## config.mk

```make
export PLATFORM = sky130hd
export DESIGN_NAME = pc_predict_flat
export DESIGN_NICKNAME = d
export VERILOG_FILES = /design/src/rtl/pc_pkg.sv /design/src/rtl/pc_predict_if.sv /design/src/rtl/pc_btb.sv /design/src/rtl/pc_predict.sv /design/src/flat_wrapper.sv
export SDC_FILE = /design/constraint.sdc
export NUM_CORES = 2
export LEC_CHECK = 0
export BUFFER_PORTS_ARGS = -buffer_cell sky130_fd_sc_hd__buf_4
export CAP_MARGIN = 10
export CORE_MARGIN = 2
export CORE_UTILIZATION = 45
export CTS_CLUSTER_DIAMETER = 50
export CTS_CLUSTER_SIZE = 14
export DETAILED_ROUTE_END_ITERATION = 8
export SLEW_MARGIN = 20
export SYNTH_ARGS = -nofsm -noshare
export SYNTH_HDL_FRONTEND = slang
export SYNTH_SLANG_ARGS = --single-unit
```

## constraint.sdc

```tcl
create_clock -name clock -period 3.56 [get_ports clock]
set_clock_uncertainty 0.1 [all_clocks]
set_input_delay 0.178 -clock clock [delete_from_list [all_inputs] [get_ports clock]]
set_output_delay 0.178 -clock clock [all_outputs]
set_load 0.02 [all_outputs]
```

## src/rtl/pc_pkg.sv

```systemverilog
// Shared types and constants for the fetch PC unit and its branch target buffer.
// Latency: n/a (declarations only).
// Backpressure: n/a.
// Optional feature macro: PC_BHT_EN adds a 2-bit saturating direction counter per BTB entry.
package pc_pkg;

    // Widest address the BTB entry record can hold; XLEN of the users must not exceed it.
    localparam int PC_XLEN = 32;

    // Fall-through increments for compressed / standard instructions.
    localparam int INC_RVC = 2;
    localparam int INC_STD = 4;

    // Two-bit direction counter encodings.
    localparam logic [1:0] SNT = 2'b00;
    localparam logic [1:0] WNT = 2'b01;
    localparam logic [1:0] WT  = 2'b10;
    localparam logic [1:0] ST  = 2'b11;

    function automatic logic [1:0] ctr_inc(input logic [1:0] ctr);
        return (ctr == ST) ? ST : ctr + 2'd1;
    endfunction

    function automatic logic [1:0] ctr_dec(input logic [1:0] ctr);
        return (ctr == SNT) ? SNT : ctr - 2'd1;
    endfunction

    // One BTB slot. The tag is kept zero-extended to the full record width so
    // that any DEPTH can share the same record layout.
    typedef struct packed {
        logic               valid;
`ifdef PC_BHT_EN
        logic [1:0]         ctr;
`endif
        logic [PC_XLEN-1:0] tag;
        logic [PC_XLEN-1:0] target;
    } btb_entry_t;

endpackage

```

## src/rtl/pc_predict_if.sv

```systemverilog
// Fetch/execute-facing signal bundle of the PC unit.
// Latency: n/a (wiring only); pc is registered, npc/pred_taken are combinational.
// Backpressure: none; pause stalls the PC, update inputs are single-cycle qualified by upd_valid.
// master: pipeline side (drives control/updates, reads pc/npc/pred_taken).
// slave : pc_predict.
interface pc_predict_if #(
    parameter int XLEN = 32
);
    logic            pause;
    logic            rvc;
    logic            flush;
    logic            redirect;
    logic [XLEN-1:0] redirect_pc;
    logic            upd_valid;
    logic [XLEN-1:0] upd_pc;
    logic [XLEN-1:0] upd_target;
    logic            upd_taken;
    logic [XLEN-1:0] pc;
    logic [XLEN-1:0] npc;
    logic            pred_taken;

    modport master (
        output pause, rvc, flush, redirect, redirect_pc,
        output upd_valid, upd_pc, upd_target, upd_taken,
        input  pc, npc, pred_taken
    );

    modport slave (
        input  pause, rvc, flush, redirect, redirect_pc,
        input  upd_valid, upd_pc, upd_target, upd_taken,
        output pc, npc, pred_taken
    );
endinterface

```

## src/rtl/pc_btb.sv

```systemverilog
// Direct-mapped branch target buffer: combinational lookup, single-port update, bulk flush.
// Latency: lookup 0 cycles; updates/flush visible to the lookup one edge later (no bypass).
// Backpressure: none; an update is accepted every cycle upd_valid is high.
// Ports: clock, reset (async active-low), flush, lk_pc -> predict/target,
//        upd_valid/upd_pc/upd_target/upd_taken (resolved branch outcome).
// Optional feature macro: PC_BHT_EN gates predictions with a 2-bit saturating counter.
module pc_btb
    import pc_pkg::*;
#(
    parameter int XLEN  = 32,
    parameter int DEPTH = 16
) (
    input  logic            clock,
    input  logic            reset,
    input  logic            flush,
    input  logic [XLEN-1:0] lk_pc,
    output logic            predict,
    output logic [XLEN-1:0] target,
    input  logic            upd_valid,
    input  logic [XLEN-1:0] upd_pc,
    input  logic [XLEN-1:0] upd_target,
    input  logic            upd_taken
);

    localparam int IDX = $clog2(DEPTH);

    btb_entry_t mem [DEPTH];

    logic [IDX-1:0]     lk_idx;
    logic [IDX-1:0]     up_idx;
    logic [PC_XLEN-1:0] lk_tag;
    logic [PC_XLEN-1:0] up_tag;
    logic [PC_XLEN-1:0] up_tgt;
    logic               lk_hit;
    logic               up_hit;
    btb_entry_t         lk_ent;
    btb_entry_t         new_ent;

    // Bit 0 never participates: instructions are at least halfword aligned.
    assign lk_idx = lk_pc[IDX:1];
    assign up_idx = upd_pc[IDX:1];
    assign lk_tag = PC_XLEN'(lk_pc[XLEN-1:IDX+1]);
    assign up_tag = PC_XLEN'(upd_pc[XLEN-1:IDX+1]);
    assign up_tgt = PC_XLEN'({upd_target[XLEN-1:1], 1'b0});

    assign lk_ent = mem[lk_idx];
    assign lk_hit = lk_ent.valid && (lk_ent.tag == lk_tag);
    assign up_hit = mem[up_idx].valid && (mem[up_idx].tag == up_tag);
    assign target = lk_ent.target[XLEN-1:0];

`ifdef PC_BHT_EN
    assign predict = lk_hit && lk_ent.ctr[1];
`else
    assign predict = lk_hit;
`endif

    // Fresh allocation for a taken branch that missed.
    always_comb begin
        new_ent        = '0;
        new_ent.valid  = 1'b1;
        new_ent.tag    = up_tag;
        new_ent.target = up_tgt;
`ifdef PC_BHT_EN
        new_ent.ctr    = WT;
`endif
    end

    always_ff @(posedge clock or negedge reset) begin
        if (!reset) begin
            for (int i = 0; i < DEPTH; i++) begin
                mem[i] <= '0;
`ifdef PC_BHT_EN
                mem[i].ctr <= WNT;
`endif
            end
        end else if (flush) begin
            // Flush beats a same-cycle update: nothing is allocated.
            for (int i = 0; i < DEPTH; i++) begin
                mem[i].valid <= 1'b0;
            end
        end else if (upd_valid) begin
            if (upd_taken) begin
                if (up_hit) begin
                    mem[up_idx].target <= up_tgt;
`ifdef PC_BHT_EN
                    mem[up_idx].ctr <= ctr_inc(mem[up_idx].ctr);
`endif
                end else begin
                    mem[up_idx] <= new_ent;
                end
            end else if (up_hit) begin
`ifdef PC_BHT_EN
                // Entry stays valid; the counter alone stops the prediction.
                mem[up_idx].ctr <= ctr_dec(mem[up_idx].ctr);
`else
                mem[up_idx].valid <= 1'b0;
`endif
            end
        end
    end

endmodule

```

## src/rtl/pc_predict.sv

```systemverilog
// Fetch PC register with BTB-based next-PC prediction (redirect > prediction > fall-through).
// Latency: pc is registered (npc loaded next edge); npc and pred_taken are combinational.
// Backpressure: pause holds pc; redirect still loads on the next edge even while paused.
// Ports: clock, reset (async active-low), bus (pc_predict_if.slave: pause, rvc, flush,
//        redirect/redirect_pc, upd_* update channel, pc/npc/pred_taken outputs).
// Optional feature macro: PC_BHT_EN (2-bit direction counters in the BTB).
module pc_predict
    import pc_pkg::*;
#(
    parameter int              XLEN  = 32,
    parameter logic [XLEN-1:0] RESET = '0,
    parameter int              DEPTH = 16
) (
    input  logic         clock,
    input  logic         reset,
    pc_predict_if.slave  bus
);

    logic [XLEN-1:0] pc_q;
    logic [XLEN-1:0] npc_d;
    logic [XLEN-1:0] seq_pc;
    logic [XLEN-1:0] btb_target;
    logic            btb_predict;

    pc_btb #(
        .XLEN  (XLEN),
        .DEPTH (DEPTH)
    ) u_btb (
        .clock      (clock),
        .reset      (reset),
        .flush      (bus.flush),
        .lk_pc      (pc_q),
        .predict    (btb_predict),
        .target     (btb_target),
        .upd_valid  (bus.upd_valid),
        .upd_pc     (bus.upd_pc),
        .upd_target (bus.upd_target),
        .upd_taken  (bus.upd_taken)
    );

    // Fall-through wraps modulo 2^XLEN.
    assign seq_pc = pc_q + (bus.rvc ? XLEN'(INC_RVC) : XLEN'(INC_STD));

    always_comb begin
        npc_d = seq_pc;
        if (bus.redirect) begin
            npc_d = {bus.redirect_pc[XLEN-1:1], 1'b0};
        end else if (btb_predict) begin
            npc_d = btb_target;
        end
    end

    always_ff @(posedge clock or negedge reset) begin
        if (!reset) begin
            pc_q <= RESET;
        end else if (bus.redirect || !bus.pause) begin
            pc_q <= npc_d;
        end
    end

    assign bus.pc         = pc_q;
    assign bus.npc        = npc_d;
    assign bus.pred_taken = btb_predict;

endmodule
```

## src/flat_wrapper.sv

```systemverilog
// flat-port wrapper written by rule: the top's interface ports become plain ports
module pc_predict_flat import pc_pkg::*;
#(
    parameter int              XLEN  = 32,
    parameter logic [XLEN-1:0] RESET = '0,
    parameter int              DEPTH = 16
)
  (clock, reset, bus_pause, bus_rvc, bus_flush, bus_redirect, bus_redirect_pc, bus_upd_valid, bus_upd_pc, bus_upd_target, bus_upd_taken, bus_pc, bus_npc, bus_pred_taken);
  pc_predict_if #(.XLEN(XLEN)) bus_i ();
  input  logic clock;
  input  logic reset;
  input wire logic [$bits(bus_i.pause)-1:0] bus_pause;
  input wire logic [$bits(bus_i.rvc)-1:0] bus_rvc;
  input wire logic [$bits(bus_i.flush)-1:0] bus_flush;
  input wire logic [$bits(bus_i.redirect)-1:0] bus_redirect;
  input wire logic [$bits(bus_i.redirect_pc)-1:0] bus_redirect_pc;
  input wire logic [$bits(bus_i.upd_valid)-1:0] bus_upd_valid;
  input wire logic [$bits(bus_i.upd_pc)-1:0] bus_upd_pc;
  input wire logic [$bits(bus_i.upd_target)-1:0] bus_upd_target;
  input wire logic [$bits(bus_i.upd_taken)-1:0] bus_upd_taken;
  output wire logic [$bits(bus_i.pc)-1:0] bus_pc;
  output wire logic [$bits(bus_i.npc)-1:0] bus_npc;
  output wire logic [$bits(bus_i.pred_taken)-1:0] bus_pred_taken;
  assign bus_i.pause = bus_pause;
  assign bus_i.rvc = bus_rvc;
  assign bus_i.flush = bus_flush;
  assign bus_i.redirect = bus_redirect;
  assign bus_i.redirect_pc = bus_redirect_pc;
  assign bus_i.upd_valid = bus_upd_valid;
  assign bus_i.upd_pc = bus_upd_pc;
  assign bus_i.upd_target = bus_upd_target;
  assign bus_i.upd_taken = bus_upd_taken;
  assign bus_pc = bus_i.pc;
  assign bus_npc = bus_i.npc;
  assign bus_pred_taken = bus_i.pred_taken;
  pc_predict #(.XLEN(XLEN), .RESET(RESET), .DEPTH(DEPTH)) u_core (.clock(clock), .reset(reset), .bus(bus_i));
endmodule
```

# == Word level (Yosys, flattened, before mapping) ==
# Index checks and enable logic that the tools add are counted.
# word_totals
register_bits,1072
input_bits,104
output_inout_bits,65
word_cells,106
# classes
add_sub_neg,1
order_cmp,3
eq_ne,2
muxes,38
bitwise,3
reduce_logical,10
# op_table
cell,count
2-to-1 mux 1040 bit,4
bitwise mux 1040 bit,3
demux 65 bit (select 4 bit),3
binary-select mux 65 bit (select 4 bit),2
2-to-1 mux 65 bit,6
2-to-1 mux 32 bit,3
== test 32 x 27 -> 1 bit,2
adder 32 bit,1
2-to-1 mux 1 bit,16
greater-or-equal comparator 5 bit (second input constant),2
NOT 4 -> 5 bit,2
less-than comparator 5 x 1 -> 1 bit (second input constant),1
nonzero test 2 bit,2
logical AND 1 bit,3
2-to-1 mux 3 bit,1
AND reduction 3 bit,1
nonzero test 3 bit,1
AND reduction 2 bit,1
zero test 1 bit,1
logical OR 1 bit,1
NOT 1 bit,1

# == Longest topological paths before layout ==
# logic_depth
ltp_word,10
depth_mapped,17
ltp_nobuf,10

# == Modules after synthesis ==
# A second synthesis with hierarchy kept.
# hier_totals
hier_cells,3370
area_unflattened_um2,50470.9
# modules_own_cells
module,n_inst,cells_each,area_each_um2,seq_area_each_um2
pc_btb,1,2996,47590.6,23622.7
pc_predict,1,374,2880.3,800.8

# == Least setup slack after synthesis ==
# No wires, ideal clock.
# synth_path
path_kind,reg2out
startpoint,register u_core.pc_q[2] (netlist: u_core.bus.pc[2])
endpoint,output port bus_pred_taken
arrival_time_ps,3942
t_required_ps,3282
slack_ps,-660
path_stages_with_launch,15
cell_sequence,dfrtp_1 -> buf_4 -> buf_4 -> buf_4 -> buf_4 -> buf_2 -> clkbuf_1 -> mux4_2 -> a22oi_1 -> nand2_1 -> xnor2_1 -> nand2_1 -> nor4b_1 -> nand4_1 -> a2111oi_0
# synth_between
elab_chain_len,6
# synth_lines
item,line,source
from (decl),pc_predict.sv:19,logic [XLEN-1:0] pc_q;
from (signal assigned),pc_predict.sv:57,pc_q <= npc_d;
NOT 4 -> 5 bit (not written as such) *,pc_btb.sv:46,assign lk_ent = mem[lk_idx];
binary-select mux 65 bit (select 4 bit) *,pc_btb.sv:46,
2-to-1 mux 65 bit (not written as such) * (2 in series),pc_btb.sv:46,
== test 32 x 27 -> 1 bit,pc_btb.sv:47,assign lk_hit = lk_ent.valid && (lk_ent.tag == lk_tag);
logical AND 1 bit *,pc_btb.sv:47,
to (decl),flat_wrapper.sv:23,output wire logic [$bits(bus_i.pred_taken)-1:0] bus_pred_taken;
# Every way passes the cells marked *; elsewhere a longest branch is shown, timed or not. The select of a mux whose other input is x is not followed.

# == Worst setup path in the final report ==
# layout_path
startpoint,register u_core.pc_q[1] (netlist: u_core.bus.pc[1])
endpoint,output port bus_npc[4]
# layout_between
elab_chain_len,8
elab_cells_between_ends,9
# layout_lines
item,line,source
NOT 4 -> 5 bit (not written as such),pc_btb.sv:46,
binary-select mux 65 bit (select 4 bit),pc_btb.sv:46,
2-to-1 mux 65 bit (not written as such) (2 in series),pc_btb.sv:46,
== test 32 x 27 -> 1 bit,pc_btb.sv:47,
logical AND 1 bit,pc_btb.sv:47,
2-to-1 mux 32 bit *,pc_predict.sv:48,end else if (btb_predict) begin
2-to-1 mux 32 bit *,pc_predict.sv:46,if (bus.redirect) begin
to (decl),flat_wrapper.sv:22,output wire logic [$bits(bus_i.npc)-1:0] bus_npc;
# Marks and branches as above.

==> reports/summary.txt <==
status -> finished with violations
violated checks -> hold timing, setup timing
WP data arrival -> 4.74 ns
Post-Layout Cell Count -> 5,629
Port Buffers -> 165
number of fill cells -> 8,466
headroom to the max-slew limit -> 0.3797
initial antenna violation count -> 5
RD Place Congestion -> 0.9034
Max FO, Critical Path -> 5
clock sink count -> 976
Starting Density -> 0.4542
nets -> 4,148
Placeable Area -> 110,800 sq um
Synth Instances -> 3,496
first-pass detailed-route iteration total -> 5
syn nets -> 3,603
pin count of the biggest net entering global routing -> 106
root buffer cell -> clkbuf_16
Crit Path Class -> flop to output pin
clock buffer depth -> 3
Final Instance Area -> 65,750 sq um
Final period util -> 1.409
Max Fclk -> 0.1994 GHz
1st-iter DRT viols -> 3,210
Worst Hold Class -> input port to async pin
Area Growth Syn to Fin -> 30.62%
complex-gate fraction of the synthesized area -> 0.03753
Async SR Flop Fraction -> 1.000
dpl cell area -> 56,220 sq um
Routed WL -> 173,400 microns
antenna viol nets, final -> 0
gr usage total -> 0.2967
Die X -> 338.5 microns
final count of pins violating max slew -> 0
Setup violations, final -> 513
Rows -> 122
crit path capture type -> output pin
ys flop type -> dfrtp_1
vias -> 35,260
setup ws final -> -1.455 ns
Avg Inst Size Synth -> 14.40 sq um
min Tclk post-route -> 5.015 ns
RSZ-0062 raised after global routing -> true
CTS tree -> done
Synth Area in Simple Gates -> 0.04032
max_cap viols -> 0
worst path required time -> 3.28 ns
number of synthesized flops with an enable pin -> 0
post-synthesis mux area share -> 0.3883
Fin Hold WS -> -0.009101 ns
synth unique cells -> 77
via/cell ratio -> 6.264
VDD IR max -> 0.0004606 V
sequential share of the synthesized area -> 0.4852
Inst Count DP -> 5,208
Clk pin slew, worst setup/hold paths -> 0.06 ns
critical path startpoint category -> flop
PwrDens -> 509.7 nW/um^2
first-pass GRT wire length -> 254,400 microns
Final Hold Fails -> 3
mapped cell area -> 50,340 sq um
die area -> 114,600 sq um
share of cells above drive strength 1 -> 0.5600
largest family of logic cells by synthesized area -> multiplexers
DRC violations left -> 0
Yosys reg bits -> 976
Ports -> 169
total congestion overflow -> 0
Post-Synth XOR/XNOR Area -> 0.01596
chip height -> 338.5 microns
Yosys Warn Count -> 0
vias in the first global route -> 37,370
Clock Latency Late Sink -> 0.73 ns
CTS buffer count -> 118
WL/cell -> 30.80 microns
Tightest Pin Transition -> 0.9304 ns
adder-cell share of the synthesized area -> 0.0008948
H-Tree Depth -> 3
hpwl dp -> 105,900 microns
Leakage -> 30.72 nW
-- registers in the layout (all words and copies together) (netlist names) --
signal and count:
u_core.bus.pc 32, u_core.u_btb.mem 944
-- path summary, 6_finish.rpt --
kind | depth (start not counted) | startpoint | endpoint | slack [ns]
min | 2 | reset | u_core.u_btb.mem[949]$_DFFE_PN0P_ | -0.009
max in group asynchronous | 3 | reset | u_core.bus.pc[1]$_DFFE_PN0P_ | 2.18
max | 13 | u_core.bus.pc[1]$_DFFE_PN0P_ | bus_npc[4] | -1.46
min reg2reg | 2 | u_core.u_btb.mem[787]$_DFFE_PN0P_ | u_core.u_btb.mem[787]$_DFFE_PN0P_ | 0.37
min in group clock | 3 | bus_redirect_pc[13] | u_core.bus.pc[13]$_DFFE_PN0P_ | 0.15
max reg2reg | 19 | u_core.bus.pc[1]$_DFFE_PN0P_ | u_core.bus.pc[3]$_DFFE_PN0P_ | -1.12
-- worst max-delay path: stages (launching register included) --
cell	delay [ns]
dfrtp_4	0.51
buf_12	0.17
buf_12	0.14
buf_12	0.12
mux4_2	0.45
mux2i_4	0.21
xor2_1	0.17
nand2_1	0.12
or4_4	0.60
a21bo_4	0.24
o311ai_2	0.28
or3b_4	0.42
a221oi_4	0.39
buf_6	0.18
-- power by group --
group | leakage [nW] | internal (W) | switching [W] | total (W)
clock | 1.99 | 0.00723 | 0.00534 | 0.0126
combinational | 15.8 | 0.00415 | 0.00318 | 0.00734
sequential | 12.9 | 0.0125 | 0.00107 | 0.0136
total | 30.7 | 0.0239 | 0.00959 | 0.0335
-- cells in the final DEF (no fill, tap or decap), types with 29 or more instances in the layout --
master	instances
dfrtp_1	972
mux2_2	516
buf_4	451
mux2_4	387
mux4_2	358
nand2_1	176
clkbuf_16	128
mux2i_1	124
buf_12	118
dlygate4sd3_1	95
buf_6	69
xnor2_1	47
a21oi_1	43
o21ai_2	35
nor2_1	33
xor2_1	32
o211ai_1	32
a2bb2oi_1	29
-- cell families after synthesis --
group,count (synthesis)
AND/OR/NAND/NOR,397
multiplexers,1392
adder cells (fa/ha/maj),3
flip-flops,976
buffers and inverters,360
XOR/XNOR,90
AO/OA/AOI/OAI,278
-- per-layer routing --
metal	routed length [microns]	GRT usage	vias to the layer above
li1	-	-	14310
met1	71070	0.4083	18930
met2	81010	0.4649	1652
met3	13730	0.05642	363
met4	7513	0.1217	6
met5	36	0	-
-- cell usage after synthesis, types with 4 or more instances --
cell / number / area, sq um
a211oi_1: 11 / 82.58
a21o_1: 4 / 30.03
a21oi_1: 48 / 240.2
a22o_1: 7 / 61.31
a22oi_1: 41 / 307.8
a2bb2oi_1: 29 / 254.0
a31oi_1: 8 / 50.05
and3_1: 19 / 118.9
buf_1: 47 / 176.4
buf_2: 70 / 350.3
buf_4: 27 / 202.7
buf_6: 4 / 45.04
clkbuf_1: 196 / 735.7
dfrtp_1: 976 / 24420
inv_1: 10 / 37.54
mux2_1: 9 / 101.4
mux2_2: 894 / 10070
mux2i_1: 131 / 1311
mux4_2: 357 / 8040
nand2_1: 180 / 675.7
nand2_2: 7 / 43.79
nand2_4: 4 / 45.04
nand2b_1: 8 / 50.05
nand3_1: 24 / 120.1
nand4_1: 17 / 106.4
nand4b_1: 28 / 245.2
nor2_1: 45 / 168.9
nor2b_1: 9 / 56.30
nor3_1: 15 / 75.07
nor4_1: 10 / 62.56
o211ai_1: 32 / 240.2
o21ai_0: 63 / 315.3
o22ai_1: 7 / 43.79
or3_1: 4 / 25.02
or4_1: 4 / 30.03
xnor2_1: 53 / 464.2
xor2_1: 35 / 306.5
-- timing repair --
| action | 4_1_cts | 5_1_grt |
|---|---|---|
| setup endpoints to repair | 513 | 513 |
| resized for setup | 494 | 257 |
| endpoints found under the hold margin | 1161 | 0 |
| hold buffers | 95 | 0 |
| cloned | 34 | 11 |
| pin swaps | 110 | 34 |
| buffers inserted | 60 | 37 |
-- layout make-up --
class / instances / area [sq um] / share of cell area
tap: 1488 / 1862 / 0.02832
clock inverter: 80 / 965.9 / 0.01469
sequential: 976 / 24440 / 0.3717
inverter: 14 / 56.30 / 0.0008563
clock buffer: 138 / 3158 / 0.04803
antenna: 2 / 5.005 / 0.00007612
timing repair buffer: 771 / 8368 / 0.1273
multi-input combinational: 2160 / 26900 / 0.4091
-- metrics by stage --
step	hold WS, ns	power [W]	setup slack [ns]	TNS (ns)	utilization
after global routing	0.05139	0.03470	-1.490	-398.81	0.5933
after global placement	0.1719	0.01985	-0.8612	-212.47	0.5073
after floorplan	-0.2176	0.01747	-0.3428	-5.144	-
after detailed placement	0.1753	0.02017	-0.9023	-225.45	0.5073
final	-0.009101	0.03351	-1.455	-359.98	0.5933
after CTS	0.01047	0.03332	-1.442	-146.11	0.5842
Note: power is estimated with default switching activity, not from simulation.
